===== config.mk =====
export PLATFORM = sky130hd
export DESIGN_NAME = riscv_multicycle_ctrl
export DESIGN_NICKNAME = d
export VERILOG_FILES = /design/src/rtl/riscv_multicycle_ctrl.sv
export SDC_FILE = /design/constraint.sdc
export NUM_CORES = 1
export LEC_CHECK = 0
export BUFFER_PORTS_ARGS = -buffer_cell sky130_fd_sc_hd__clkbuf_2
export CAP_MARGIN = 30
export CORE_UTILIZATION = 47
export DETAILED_ROUTE_END_ITERATION = 16
export GPL_ROUTABILITY_DRIVEN = 0
export PLACE_DENSITY = 0.73
export REMOVE_ABC_BUFFERS = 1
export SKIP_CTS_REPAIR_TIMING = 1
export SLEW_MARGIN = 10
export SYNTH_ARGS = -nofsm -noshare
export SYNTH_HDL_FRONTEND = slang
export SYNTH_SLANG_ARGS = --single-unit

===== constraint.sdc =====
create_clock -name clk -period 2.05 [get_ports clk]
set_input_delay 0 -clock clk [delete_from_list [all_inputs] [get_ports clk]]
set_output_delay 0 -clock clk [all_outputs]
set_load 0.005 [all_outputs]

===== src/rtl/riscv_multicycle_ctrl.sv =====
// riscv_multicycle_ctrl: RV32I multicycle control FSM with Moore datapath selects and instret counter.
// Define ILLEGAL_TRAP_EN to trap illegal instructions (sticky illegal flag); otherwise they retire as NOPs.
module riscv_multicycle_ctrl #(
    parameter int CNT_W = 32
) (
    input  logic             clk,
    input  logic             rst_n,
    input  logic [6:0]       opcode,
    input  logic             is_r,
    input  logic             is_i,
    input  logic             is_s,
    input  logic             is_b,
    input  logic             is_u,
    input  logic             is_j,
    input  logic             incorrect,
    input  logic             mem_ready,
    input  logic             br_taken,
    output logic [3:0]       state_o,
    output logic             pc_we,
    output logic             ir_we,
    output logic             adr_src,
    output logic             mem_req,
    output logic             mem_we,
    output logic             reg_we,
    output logic [1:0]       alu_src_a,
    output logic [1:0]       alu_src_b,
    output logic [1:0]       alu_op,
    output logic [1:0]       result_src,
    output logic [CNT_W-1:0] instret,
    output logic             illegal
);
    localparam logic [3:0] S_FETCH = 4'd0, S_DECODE = 4'd1, S_MEMADR = 4'd2, S_MEMREAD = 4'd3,
                           S_MEMWB = 4'd4, S_MEMWRITE = 4'd5, S_EXECR = 4'd6, S_EXECI = 4'd7,
                           S_EXECU = 4'd8, S_ALUWB = 4'd9, S_BRANCH = 4'd10, S_JAL = 4'd11,
                           S_JALR = 4'd12, S_TRAP = 4'd13;
    logic [3:0]       r_state, w_next, w_dst;
    logic             r_run;
    logic [CNT_W-1:0] r_instret;
    logic [5:0]       w_fmt;
    logic             w_bad;
    // Expected format flag {r,i,s,b,u,j} and destination per opcode class
    always_comb begin
        w_fmt = 6'b000000;
        w_dst = S_FETCH;
        case (opcode)
            7'b0000011: begin w_fmt = 6'b010000; w_dst = S_MEMADR; end
            7'b0100011: begin w_fmt = 6'b001000; w_dst = S_MEMADR; end
            7'b0110011: begin w_fmt = 6'b100000; w_dst = S_EXECR;  end
            7'b0010011: begin w_fmt = 6'b010000; w_dst = S_EXECI;  end
            7'b1100011: begin w_fmt = 6'b000100; w_dst = S_BRANCH; end
            7'b1101111: begin w_fmt = 6'b000001; w_dst = S_JAL;    end
            7'b1100111: begin w_fmt = 6'b010000; w_dst = S_JALR;   end
            7'b0110111,
            7'b0010111: begin w_fmt = 6'b000010; w_dst = S_EXECU;  end
            default:    begin w_fmt = 6'b000000; w_dst = S_FETCH;  end
        endcase
    end
    assign w_bad = incorrect | (w_fmt == 6'b0) | ({is_r, is_i, is_s, is_b, is_u, is_j} != w_fmt);
    always_comb begin
        w_next = S_FETCH;
        case (r_state)
            S_FETCH:    w_next = (r_run && mem_ready) ? S_DECODE : S_FETCH;
`ifdef ILLEGAL_TRAP_EN
            S_DECODE:   w_next = w_bad ? S_TRAP : w_dst;
            S_TRAP:     w_next = S_TRAP;
`else
            S_DECODE:   w_next = w_bad ? S_FETCH : w_dst;
`endif
            S_MEMADR:   w_next = opcode[5] ? S_MEMWRITE : S_MEMREAD;
            S_MEMREAD:  w_next = mem_ready ? S_MEMWB : S_MEMREAD;
            S_MEMWRITE: w_next = mem_ready ? S_FETCH : S_MEMWRITE;
            S_EXECR,
            S_EXECI,
            S_EXECU,
            S_JAL:      w_next = S_ALUWB;
            S_JALR:     w_next = S_JAL;
            default:    w_next = S_FETCH;
        endcase
    end
    // r_run holds every strobe low until the first edge after reset release
    always_ff @(posedge clk or negedge rst_n) begin
        if (!rst_n) begin
            r_state   <= S_FETCH;
            r_run     <= 1'b0;
            r_instret <= '0;
        end else begin
            r_run   <= 1'b1;
            r_state <= w_next;
            if (r_state != S_FETCH && w_next == S_FETCH)
                r_instret <= r_instret + CNT_W'(1);
        end
    end
`ifdef ILLEGAL_TRAP_EN
    logic r_illegal;
    always_ff @(posedge clk or negedge rst_n) begin
        if (!rst_n)
            r_illegal <= 1'b0;
        else if (w_next == S_TRAP)
            r_illegal <= 1'b1;
    end
    assign illegal = r_illegal;
`else
    assign illegal = 1'b0;
`endif
    always_comb begin
        {pc_we, ir_we, adr_src, mem_req, mem_we, reg_we} = 6'b0;
        {alu_src_a, alu_src_b, alu_op, result_src} = 8'b0;
        if (r_run) begin
            case (r_state)
                S_FETCH: begin
                    mem_req = 1'b1; pc_we = mem_ready; ir_we = mem_ready;
                    alu_src_b = 2'b10; result_src = 2'b10;
                end
                S_DECODE:   begin alu_src_a = 2'b01; alu_src_b = 2'b01; end
                S_MEMADR:   begin alu_src_a = 2'b10; alu_src_b = 2'b01; end
                S_MEMREAD:  begin mem_req = 1'b1; adr_src = 1'b1; end
                S_MEMWB:    begin result_src = 2'b01; reg_we = 1'b1; end
                S_MEMWRITE: begin mem_req = 1'b1; mem_we = 1'b1; adr_src = 1'b1; end
                S_EXECR:    begin alu_src_a = 2'b10; alu_op = 2'b10; end
                S_EXECI:    begin alu_src_a = 2'b10; alu_src_b = 2'b01; alu_op = 2'b10; end
                S_EXECU: begin
                    alu_src_a = (opcode == 7'b0110111) ? 2'b11 : 2'b01;
                    alu_src_b = 2'b01;
                end
                S_ALUWB:    reg_we = 1'b1;
                S_BRANCH:   begin alu_src_a = 2'b10; alu_op = 2'b01; pc_we = br_taken; end
                S_JALR:     begin alu_src_a = 2'b10; alu_src_b = 2'b01; end
                S_JAL:      begin alu_src_a = 2'b01; alu_src_b = 2'b10; pc_we = 1'b1; end
                default:    ;
            endcase
        end
    end
    assign state_o = r_state;
    assign instret = r_instret;
endmodule


==> impl_metrics.json <==
{
  "timing_worst_setup_path_type": "reg2reg",
  "grt-ovfl-total": 0,
  "numCtsBuffers": 5,
  "top_layer_used": "met4",
  "place_ws_ns": 0.02925,
  "fin_crit_sh_pct": 93.63,
  "rrSetupSlack_ns": 0.13,
  "final_nets": 364,
  "antenna_found_initial": 0,
  "die_w_microns": 73.72,
  "io_pins": 69,
  "hp-class": "in2async",
  "ant_nets": 0,
  "clock_sinks": 37,
  "max_cap_violations": 0,
  "clk_pin_slew_ns": 0.07,
  "power_density_nw_per_um2": 569.9,
  "synth_cell_type_count": 59,
  "synthTopCellsByArea": "dfrtp_1, xnor2_1, xor2_1",
  "synth_area_leader_cell": "dfrtp_1",
  "root_buffer": "clkbuf_8",
  "cts_buffer_depth": 2,
  "synth_edf_count": 0,
  "seq_area_frac_synth_pct": 38.30,
  "crit_path_start_kind": "register",
  "r2r_cells": 7,
  "ys_ff_latch": 37,
  "worst_slack_ns": 0.1306,
  "cp-end-kind": "register",
  "netlist_area_sq_um": 2417,
  "track_usage_pct": 22.13,
  "viasPerCell": 5.421,
  "synth.top_cell.area_share_pct": 38.30,
  "finalWirelength_microns": 5785,
  "die_height_microns": 73.72,
  "status": "finished clean",
  "async_reset_ff_share_pct": 100.0,
  "reg2reg_to": "instret[19]",
  "n_antenna_cell": 0,
  "synthCells": 265,
  "wl_met2_microns": 2761,
  "coreArea_sq_um": 4848,
  "die_area_sq_um": 5434,
  "setup_violations": 0,
  "drt-initial-drc-count": 100,
  "grt_first_pass_wirelength_microns": 9094,
  "htree_levels": 2,
  "rows": 25,
  "grt_max_degree": 38,
  "cts_tree": "built",
  "initial_core_util_pct": 49.86,
  "fin_skew_ns": 0.004145,
  "insertion_delay_ns": 0.29,
  "wl_per_cell_microns": 14.01,
  "leakage_nw": 1.451,
  "crit-reg2reg-launch": "state_o[2]",
  "peakVddDrop_mv": 0.7219,
  "route.detailed.drc": 0,
  "port_buffers": 67,
  "ys.flop_type": "dfrtp_1",
  "met3_length_microns": 261,
  "slew_violations": 0,
  "vias": 2239,
  "hold_viol": 0,
  "fmax_mhz": 521.0,
  "grt_pass1_vias": 1935,
  "finalCriticalPeriod_ns": 1.919,
  "cp_max_fo": 9,
  "regArea_sq_um": 927.1,
  "finish.utilization_pct": 63.95,
  "yosysWarnings": 0,
  "fillCellCount": 420,
  "multi_input_area_sq_um": 1423,
  "crit_arrival_ns": 2.13,
  "dp_hpwl_microns": 4189,
  "area_delta_synth_final_pct": 28.26,
  "cp_data_required_time_ns": 2.26,
  "drive_gt1_share_pct": 32.66,
  "syn_avg_cell_area_sq_um": 9.122,
  "first_pass_iters": 4,
  "total_power_mw": 1.767,
  "wirelength_met1_microns": 2677
}
==> state kept, by name, indices dropped and copies added (netlist names) <==
name,count
instret,32
state_o,4
r_run,1
==> where the power goes <==
part           leakage [nW]  switching, mW  internal [mW]
Sequential            0.457         0.0539          0.780
Clock                0.0585          0.250          0.396
Combinational         0.936          0.144          0.143
Total                  1.45          0.448           1.32
==> area by class of cell <==
type / count / share of cell area, %
clock buffer: 7 / 2.785
sequential: 37 / 29.90
tap: 67 / 2.704
inverter: 4 / 0.4843
multi-input combinational: 207 / 45.88
timing repair buffer: 90 / 17.27
clock inverter: 1 / 0.9685
==> through the flow <==
stage | hold slack [ns] | std cells | TNS, ns | area (sq um)
after global placement | 0.1646 | 401 | 0 | 2897
after floorplan | -0.2956 | 248 | -0.5775 | 2322
after CTS | -0.1524 | 409 | 0 | 3013
after global routing | 0.05500 | 413 | -0.02573 | 3100
final | 0.05041 | 413 | 0 | 3100
after detailed placement | 0.1627 | 401 | 0 | 2897
==> logic make-up after synthesis <==
group                      after synthesis  synth area share (%)
and+or+nand+nor                        127                 31.31
DFF                                     37                 38.30
other                                    2                0.3107
adders and majority gates                2                0.9316
muxes                                    2                0.8799
AOI/OAI and AO/OA                       41                 11.75
buffers and inverters                   21                 4.555
xor gates and xnor gates                33                 11.96
==> metal layers <==
layer  vias to the layer above  GRT usage (%)
met5                         -              0
met1                      1069          29.94
li1                       1099              -
met4                         0          7.906
met3                         6          4.527
met2                        65          35.17
==> synth_stat cells (4+ instances only) <==
cell and number:
a21oi_1 7, and2_1 4, and3_1 14, and3b_1 4
buf_2 4, clkbuf_1 6, dfrtp_1 37, nand2_1 28
nand2b_1 6, nand3_1 14, nand4_1 9, nor2_1 13
nor2b_1 5, nor3_1 9, o21ai_0 10, xnor2_1 19
xor2_1 14
==> how the worst max path moves through the flow <==
stage | from | endpoint | slack (ns) | cells past startpoint
global placement | instret[8] | instret[26] | 0.07 | 7
detailed placement | state_o[2] | instret[19] | 0.03 | 8
floorplan | state_o[0] | instret[29] | -0.15 | 7
global route | instret[7] | instret[26] | -0.01 | 7
finish | state_o[2] | instret[19] | 0.13 | 7
CTS | state_o[2] | instret[19] | 0.002 | 8
==> critical path, stage by stage, from the launching register on <==
cell and delay [ns]:
dfrtp_2 0.47, nand2b_1 0.13, o21ai_0 0.10, a221oi_2 0.36, o21ai_4 0.13, buf_4 0.18, nor4b_2 0.29, xor2_1 0.17
==> cell usage in the layout (no fill, tap or decap), types with 2 or more instances in the layout <==
master and count:
inv_1 3, nand3_1 14, a2bb2oi_1 2, and2_1 4, o211ai_1 2, dfrtp_1 36
xor2_1 14, a311oi_1 2, a22oi_1 2, nand4_1 9, nor3b_1 2, and3_1 14
o21a_1 2, nand2_1 28, clkbuf_8 6, o21ai_0 10, xnor2_1 19, nor2b_1 4
buf_12 2, nor4_4 3, a21oi_1 7, nand2b_1 6, and4bb_2 2, nor2_1 13
nor3_1 8, conb_1 2, a221oi_1 2, nand3b_1 2, and3b_1 4, clkbuf_2 67
buf_4 20, nor4_1 2
Note: power is estimated with default switching activity, not from simulation.
